<file path="config.mk">
export PLATFORM = sky130hd
export DESIGN_NAME = multi_alarm_ctrl
export DESIGN_NICKNAME = d
export VERILOG_FILES = /design/src/rtl/multi_alarm_ctrl.sv
export SDC_FILE = /design/constraint.sdc
export NUM_CORES = 1
export LEC_CHECK = 0
export CORE_MARGIN = 5
export CORE_UTILIZATION = 31
export CTS_CLUSTER_DIAMETER = 40
export DETAILED_ROUTE_END_ITERATION = 8
export PLACE_DENSITY = 0.54
export SLEW_MARGIN = 20
export SYNTH_ARGS = -nofsm -noshare
export SYNTH_HDL_FRONTEND = slang
export SYNTH_SLANG_ARGS = --single-unit
</file>
<file path="constraint.sdc">
create_clock -name clk -period 4.05 [get_ports clk]
set_input_delay 0.81 -clock clk [delete_from_list [all_inputs] [get_ports clk]]
set_output_delay 0.81 -clock clk [all_outputs]
set_load 0.005 [all_outputs]
</file>
<file path="src/rtl/multi_alarm_ctrl.sv">
// N-channel alarm scheduler: per-channel compare on SEC_TICK, lowest-index arbitration, dismiss/snooze/timeout.
// Latency: match sets PENDING at the next edge; ALARM_DOING rises two edges later; one IDLE cycle between rings.
// Backpressure: none; every strobe and pulse is acted on in the cycle it is presented.
module multi_alarm_ctrl #(
  parameter int N_ALARMS   = 4,
  parameter int RING_SEC   = 60,
  parameter int SNOOZE_MIN = 5,
  parameter int MAX_SNOOZE = 3,
  localparam int IW = $clog2(N_ALARMS)
) (
  input  logic                clk,
  input  logic                reset,
  input  logic                sec_tick,
  input  logic [16:0]         current_time,
  input  logic                wr_en,
  input  logic [IW-1:0]       wr_idx,
  input  logic [16:0]         wr_time,
  input  logic                wr_enable,
  input  logic                dismiss,
  input  logic                snooze,
  output logic [N_ALARMS-1:0] alarm_enable,
  output logic                alarm_doing,
  output logic [IW-1:0]       active_idx,
  output logic [2:0]          snooze_cnt,
  output logic [N_ALARMS-1:0] pending
);

  typedef enum logic {IDLE, RING} state_t;

  state_t      state;
  logic [16:0] alarm_time  [N_ALARMS];
  logic [16:0] target_time [N_ALARMS];
  logic [2:0]  snz_cnt     [N_ALARMS];
  logic [7:0]  ring_cnt;
  logic        pend_seen;   // pending was non-zero in the previous cycle

  logic                ring;
  logic                wr_ok;
  logic                wr_hits_active;
  logic                end_dismiss;
  logic                end_snooze;
  logic [2:0]          act_cnt;
  logic [N_ALARMS-1:0] match;
  logic [N_ALARMS-1:0] wr_mask;
  logic [N_ALARMS-1:0] pend_eff;
  logic [IW-1:0]       sel_idx;
  logic [6:0]          mm_sum;
  logic [5:0]          snz_mm;
  logic [4:0]          snz_hh;
  logic [16:0]         snz_time;

  assign ring           = (state == RING);
  assign wr_ok          = wr_en && (wr_time[16:12] <= 5'd23) && (wr_time[11:6] <= 6'd59) &&
                          (wr_time[5:0] <= 6'd59) && (32'(wr_idx) < N_ALARMS);
  assign wr_hits_active = ring && wr_ok && (wr_idx == active_idx);
  assign act_cnt        = snz_cnt[active_idx];
  // A channel being rewritten this cycle loses its pending bit, so it must not be granted.
  assign pend_eff       = pending & ~wr_mask;

  // One-hot mask of the channel accepted by a valid write.
  always_comb begin
    wr_mask = '0;
    if (wr_ok) wr_mask[wr_idx] = 1'b1;
  end

  // Per-channel time match on the second tick; the ringing channel is excluded from re-firing.
  always_comb begin
    match = '0;
    for (int i = 0; i < N_ALARMS; i++) begin
      match[i] = sec_tick && alarm_enable[i] && (current_time == target_time[i]) &&
                 !(ring && (active_idx == IW'(i)));
    end
  end

  // Lowest-index grant among pending channels.
  always_comb begin
    sel_idx = '0;
    for (int i = N_ALARMS - 1; i >= 0; i--) begin
      if (pend_eff[i]) sel_idx = IW'(i);
    end
  end

  // Snoozed target: minutes advance with carry into hours, seconds kept, 23h wraps to 00h.
  always_comb begin
    mm_sum = 7'(current_time[11:6]) + 7'(SNOOZE_MIN);
    snz_hh = current_time[16:12];
    snz_mm = 6'(mm_sum);
    if (mm_sum >= 7'd60) begin
      snz_mm = 6'(mm_sum - 7'd60);
      snz_hh = (current_time[16:12] == 5'd23) ? 5'd0 : current_time[16:12] + 5'd1;
    end
    snz_time = {snz_hh, snz_mm, current_time[5:0]};
  end

  // How a ring ends this cycle: write-to-active or DISMISS first, then SNOOZE, then timeout.
  always_comb begin
    end_dismiss = 1'b0;
    end_snooze  = 1'b0;
    if (ring) begin
      if (wr_hits_active || dismiss) begin
        end_dismiss = 1'b1;
      end else if (snooze) begin
        if (act_cnt < 3'(MAX_SNOOZE)) end_snooze = 1'b1;
        else                          end_dismiss = 1'b1;
      end else if (sec_tick && (ring_cnt == 8'(RING_SEC - 1))) begin
        end_dismiss = 1'b1;
      end
    end
  end

  // Channel storage: match sets pending, ring end services the active channel, a write overrides all.
  always_ff @(posedge clk) begin
    if (reset) begin
      alarm_enable <= '0;
      pending      <= '0;
      for (int i = 0; i < N_ALARMS; i++) begin
        alarm_time[i]  <= '0;
        target_time[i] <= '0;
        snz_cnt[i]     <= '0;
      end
    end else begin
      for (int i = 0; i < N_ALARMS; i++) begin
        if (match[i]) pending[i] <= 1'b1;
        if (ring && (active_idx == IW'(i))) begin
          if (end_dismiss) begin
            pending[i]     <= 1'b0;
            target_time[i] <= alarm_time[i];
            snz_cnt[i]     <= '0;
          end else if (end_snooze) begin
            pending[i]     <= 1'b0;
            target_time[i] <= snz_time;
            snz_cnt[i]     <= snz_cnt[i] + 3'd1;
          end
        end
        if (wr_mask[i]) begin
          alarm_time[i]   <= wr_time;
          target_time[i]  <= wr_time;
          alarm_enable[i] <= wr_enable;
          snz_cnt[i]      <= '0;
          pending[i]      <= 1'b0;
        end
      end
    end
  end

  // IDLE/RING sequencer with registered ring status outputs.
  always_ff @(posedge clk) begin
    if (reset) begin
      state       <= IDLE;
      ring_cnt    <= '0;
      pend_seen   <= 1'b0;
      alarm_doing <= 1'b0;
      active_idx  <= '0;
      snooze_cnt  <= '0;
    end else begin
      pend_seen <= |pending;
      case (state)
        IDLE: begin
          if (pend_seen && (|pend_eff)) begin
            state       <= RING;
            active_idx  <= sel_idx;
            ring_cnt    <= '0;
            alarm_doing <= 1'b1;
            snooze_cnt  <= snz_cnt[sel_idx];
          end
        end
        RING: begin
          if (sec_tick) ring_cnt <= ring_cnt + 8'd1;
          if (end_dismiss || end_snooze) begin
            state       <= IDLE;
            alarm_doing <= 1'b0;
            active_idx  <= '0;
            snooze_cnt  <= '0;
          end
        end
        default: state <= IDLE;
      endcase
    end
  end

endmodule

</file>
==> flow_summary.json <==
{
  "finalWirelength_mm": 27.3,
  "synth.most_common_cell": "edfxtp_1",
  "gr-max-usage-layer": "met2",
  "port_buffers": 56,
  "avgSynthCellArea_um2": 11.4,
  "rows": 62,
  "worst_slew_margin_rel": 0.592,
  "synthToLayoutAreaGrowth_pct": 20.4,
  "postLayoutCoreUtil": 0.378,
  "r2r_start": "snz_cnt[1][0]",
  "grt_pass1_wl_mm": 41.0,
  "initial_utilization": 0.314,
  "drc": 0,
  "postRouteAntennaNets": 0,
  "crit_path_max_fanout": 12,
  "netlist_area_mm2": 0.00900,
  "routedWlPerCell_um": 21.6,
  "clock-root-buffer": "clkbuf_16",
  "cp_data_required_time_ps": 4230,
  "layoutNonFillerInstCount": 1264,
  "ys.flop_type": "edfxtp_1",
  "holdWs_ps": 460,
  "hold_buffers": 0,
  "syn_inst": 788,
  "fin_crit_ps": 3330,
  "setup_viol": 0,
  "path_class": "in2reg",
  "cts_buffers": 17,
  "placed_cells": 1232,
  "viasPerCell": 5.14,
  "grtUsageTotal": 0.167,
  "clkTransAtPathRegs_ps": 70,
  "grt_max_degree": 30,
  "crit_start": "current_time[6]",
  "hp-start": "alarm_doing",
  "async_reset_ff_frac": 0,
  "min_path_cells": 2,
  "die-area_mm2": 0.0325,
  "status": "finished, final reports clean",
  "grt_pass1_vias": 6437,
  "ios": 57,
  "synth_area_leader_cell": "edfxtp_1",
  "design_area_mm2": 0.0108,
  "worst_slack_ps": 723,
  "hold_violations": 0,
  "postCtsSetupRepairBufs": 0,
  "fin_setup_tns_ps": 0,
  "antenna_found_initial": 1,
  "synthTopCellsByArea": "edfxtp_1 (49%), xnor2_1 (7.0%), dfxtp_1 (5.8%)",
  "max_cap_viol_count": 0,
  "hold_path_class": "reg2reg",
  "fillers": 2832,
  "insertion_delay_ps": 430,
  "dr.pass1.iters": 4,
  "ys_ff_latch": 174,
  "p_leak_nw": 3.93,
  "h-tree-depth": 4,
  "cts_max_path_buffers": 2,
  "synth_edf_count": 148,
  "reg2reg_depth": 7,
  "start_kind": "primary input",
  "arrival_ps": 3510,
  "core_mm2": 0.0287,
  "power_mw": 4.23,
  "use_met2": 0.258,
  "drtIter0Drc": 534,
  "grt_overflow_total": 0,
  "pre_cts_slack_ps": 338,
  "dp_hpwl_mm": 19.7,
  "powerDensity_mw_per_mm2": 390,
  "tightest_slew_ps": 611,
  "r2r_setup_slack_ps": 1430,
  "die_w_um": 180,
  "gp_congestion": 0.901,
  "synth_nets": 840,
  "cts_resized": 0,
  "rsz0062_at_grt": "false",
  "synth_commonest_cells": "edfxtp_1 (148), xnor2_1 (72), and2_1 (68), nor2_1 (47), nand2_1 (41)",
  "fin_nets": 919,
  "fp.dieH_um": 180,
  "fmax_mhz": 301,
  "final_layout_size_suffix_gt1_frac": 0.107,
  "synth-seq-area-share": 0.552,
  "worstHoldEndpoint": "alarm_doing",
  "grt_util_met1": 0.233,
  "fin_crit_sh": 0.822,
  "fin_skew_ps": 9.70,
  "cts_tree": "yes",
  "ys_warn_count": 0,
  "max-vdd-ir-drop_mv": 0.279,
  "placed_area_mm2": 0.0102,
  "use_met3": 0.0345,
  "drv_slew": 0,
  "r2r_end": "target_time[0][5]",
  "worstSetupEndpointType": "register",
  "vias": 6491,
  "yosysUniqueCellTypes": 60,
  "synth_top_area_share": 0.494,
  "cts.sinks": 174
}
## routing by layer
metal	share of wire	vias up
li1	-	3064
met1	0.46	3175
met2	0.45	217
met3	0.056	35
met4	0.032	0
met5	0	-
## logic make-up (layout without fill, tap and decap cells)
group | count (synthesis) | count (layout) | share of synthesized area
compound gates | 166 | 166 | 0.131
xor+xnor | 78 | 78 | 0.0759
fa+ha+maj | 9 | 9 | 0.0125
buf+inv | 63 | 154 | 0.0299
flops | 174 | 174 | 0.552
mux | 41 | 41 | 0.0473
other cells | 0 | 1 | 0
simple gates | 257 | 257 | 0.152
## worst max-delay path by stage
| stage | slack, ps | end | cells after the start |
|---|---|---|---|
| after floorplan | 520 | snz_cnt[3][0] | 6 |
| after global placement | 370 | target_time[1][8] | 10 |
| after detailed placement | 340 | target_time[1][8] | 10 |
| after CTS | 790 | target_time[1][8] | 10 |
| after global routing | 490 | target_time[1][8] | 10 |
| final | 720 | target_time[1][8] | 10 |
## cells in the final DEF (no fill, tap or decap), drive strengths merged, types with 16 or more instances in the layout
| cell type | instances |
|---|---|
| edfxtp | 148 |
| xnor2 | 72 |
| and2 | 68 |
| clkdlybuf4s50 | 56 |
| buf | 50 |
| nor2 | 47 |
| nand2 | 42 |
| o21bai | 39 |
| mux2i | 38 |
| a21oi | 32 |
| o21ai | 27 |
| nand3 | 26 |
| dfxtp | 26 |
| inv | 20 |
| a221o | 18 |
| clkbuf | 18 |
| nor3 | 17 |
| nand4 | 16 |
## critical path, cell delays in order
cell             delay, ps
clkdlybuf4s50_1        490
ha_1                   300
xnor2_1                350
ha_1                   270
nand2_1                100
nor2_1                 210
o21ai_0                170
nand2_1                330
a21oi_1                150
a221o_1                330
## sequential cells by signal, summed over array words and instances, names as in the netlist, named ones only
| register | count |
|---|---|
| pend_seen | 1 |
| ring_cnt | 8 |
| active_idx | 2 |
| alarm_doing | 1 |
| ring | 1 |
| alarm_enable | 4 |
| target_time | 68 |
| pending | 4 |
| alarm_time | 68 |
| snz_cnt | 12 |
| snooze_cnt | 3 |
## power breakdown
part           switching (mW)  total [mW]  leakage (nW)  internal, mW
Clock                   0.732        1.70         0.274         0.972
Combinational           0.256       0.427          2.00         0.171
Sequential             0.0444        2.10          1.65          2.05
## layout make-up
class | count | area [um^2] | area share
Tap cell | 384 | 480 | 0.0443
Sequential cell | 174 | 4960 | 0.458
Clock inverter | 13 | 165 | 0.0152
Inverter | 17 | 63.8 | 0.00589
Timing Repair Buffer | 106 | 948 | 0.0875
Multi-Input combinational cell | 551 | 3790 | 0.349
Antenna cell | 1 | 2.50 | 0.000231
Clock buffer | 18 | 429 | 0.0396
Power figures use the tool's default switching activity.
==> patch: new RTL, config.mk and constraints unchanged <==
Add an input register stage for `wr_time`; this delays it by one clock. The other inputs are not delayed to match.
--- a/src/rtl/multi_alarm_ctrl.sv
+++ b/src/rtl/multi_alarm_ctrl.sv
@@ -27,6 +27,12 @@
 
   typedef enum logic {IDLE, RING} state_t;
 
+  logic [16:0] wr_time_q;
+
+  always_ff @(posedge clk) begin
+    wr_time_q <= wr_time;
+  end
+
   state_t      state;
   logic [16:0] alarm_time  [N_ALARMS];
   logic [16:0] target_time [N_ALARMS];
@@ -50,8 +56,8 @@
   logic [16:0]         snz_time;
 
   assign ring           = (state == RING);
-  assign wr_ok          = wr_en && (wr_time[16:12] <= 5'd23) && (wr_time[11:6] <= 6'd59) &&
-                          (wr_time[5:0] <= 6'd59) && (32'(wr_idx) < N_ALARMS);
+  assign wr_ok          = wr_en && (wr_time_q[16:12] <= 5'd23) && (wr_time_q[11:6] <= 6'd59) &&
+                          (wr_time_q[5:0] <= 6'd59) && (32'(wr_idx) < N_ALARMS);
   assign wr_hits_active = ring && wr_ok && (wr_idx == active_idx);
   assign act_cnt        = snz_cnt[active_idx];
   // A channel being rewritten this cycle loses its pending bit, so it must not be granted.
@@ -133,8 +139,8 @@
           end
         end
         if (wr_mask[i]) begin
-          alarm_time[i]   <= wr_time;
-          target_time[i]  <= wr_time;
+          alarm_time[i]   <= wr_time_q;
+          target_time[i]  <= wr_time_q;
           alarm_enable[i] <= wr_enable;
           snz_cnt[i]      <= '0;
           pending[i]      <= 1'b0;
Function: changed (a bounded check fails within 4 cycles, from zero or initial values and one cycle with reset high).
==> patch against the unedited design <==
First-iteration DRC count rose by 18%. Final cell count fell by 0.24%. Final area rose by 3.9%. Clock skew rose by 0.0036 ns. Area after synthesis rose by 5.3%. Sequential cell count rose by 17. Global-route usage fell by 0.061 points. Largest power group unchanged. Routed wire length rose by 2.9%. Total power rose by 3.3%. Setup slack improved by 0.012 ns.
==> patch: results <==
[grt]
gr-usage-met2_pct = 26.3
grt_usage_pct = 16.7
use_met3_pct = 1.87
grt_max_degree = 24
antenna_found_initial = 0
grt_use_met1_pct = 24.6
grt_pass1_vias = 6538
grt_pass1_wl_mm = 42.3

[worst_setup_path]
ff2ff_setup_slack_ns = 1.22
r2r-start = ring_cnt[0]
cp_slowest_stage_delay_ns = 0.45
cp_max_fo = 6
r2r_cells = 5
r2r-end = snz_cnt[3][2]
critical_path_arrival_ns = 3.50

[clock_tree]
htreeDepth = 4
clk_latency_ns = 0.44
cts_resized = 0
cts_root_buffer = clkbuf_16

[timing]
hold_slack_ns = 0.491
clock_skew_ns = 0.0133
slew_headroom_pct = 29.3
report.final.slew_viol_count = 0

[worst_hold_path]
min_from = ring_cnt[1]
hold-path-cell-count = 2
whs_endpoint = ring_cnt[1]
hp-class = reg -> reg

[layout]
post_route_cells_drive_above_1_share_pct = 11.9
nNetsFinal = 904
top_regs = alarm_time (68), target_time (68), wr_time_q (17)
insertedDiodeCount = 0

[synth]
synth_area_leaders = edfxtp_1 (47%), dfxtp_1 (9.1%), xnor2_1 (6.6%)
netlist_top_cells_count = edfxtp_1 (148), and2_1 (75), xnor2_1 (71)
synth_fp_nets = 838
ys_warn_count = 0
synth_cell_types = 76
ys_seq_area_share_pct = 56.0

[power]
ir_drop_mv = 0.281
intPower_uw = 3240
p_leak_uw = 0.00393

[route]
wl_per_cell_um = 22.2
dr.first_iter.drc_count = 631
drtPass1Iterations = 5
vias = 6646

[status]
status = complete, no violations

[placed_design]
gp_congestion = 0.874
dp_hpwl_mm = 19.8
[patch: area by class of cell]
cell class	count	area [sq um]
fill	2996	19200
sequential	191	5310
clock inverter	15	190
clock buffer	17	425
timing repair buffer	92	868
inverter	15	56.3
tap	396	495
multi-input combinational	535	3930
[patch: per-layer routing]
metal,vias up,share of wire (%)
met5,-,0
met4,0,1.5
met2,240,46
met3,27,6.3
met1,3314,46
li1,3065,-
[patch: worst min-delay path, delay by kind of cell (launching register included)]
kind / cells / cell delay (ns)
DFF: 1 / 0.33
AOI/OAI and AO/OA: 1 / 0.06
and+or+nand+nor: 1 / 0.06
[patch: worst max-delay path by stage]
stage / start / end / slack (ns) / cells past startpoint
global route: current_time[6] / target_time[3][15] / 0.57 / 10
CTS: current_time[6] / target_time[3][15] / 0.73 / 10
detailed placement: current_time[6] / target_time[3][15] / 0.28 / 10
finish: current_time[6] / target_time[3][15] / 0.73 / 10
global placement: current_time[6] / target_time[3][15] / 0.32 / 10
floorplan: wr_en / snz_cnt[0][0] / 0.41 / 5
[patch: power groups by stage]
stage	logic, uW	registers [uW]	clock network [uW]
global placement	392	2280	0
finish	393	2230	1740
global route	421	2240	1840
CTS	394	2240	1770
floorplan	219	2260	0
detailed placement	391	2280	0
[patch: stage by stage]
step           instance area [sq um]  total power [uW]  cells  utilization, %  setup slack [ns]
2_1_floorplan                   9480              2480    786               -             0.412
3_3_place_gp                   10700              2670   1229            35.0             0.317
3_5_place_dp                   10700              2670   1229            35.0             0.281
4_1_cts                        11300              4400   1261            37.0             0.731
5_1_grt                        11300              4510   1261            37.0             0.574
6_report                       11300              4370   1261            37.0             0.735
[patch: logic make-up (layout without fill, tap and decap cells)]
group | after synthesis | in the layout | share of synthesized area [%]
simple gates | 252 | 252 | 14.8
mux | 38 | 38 | 4.28
xor+xnor | 77 | 77 | 7.11
fa+ha+maj | 9 | 9 | 1.19
buf+inv | 60 | 139 | 2.94
compound gates | 159 | 159 | 13.7
flops | 191 | 191 | 56.0
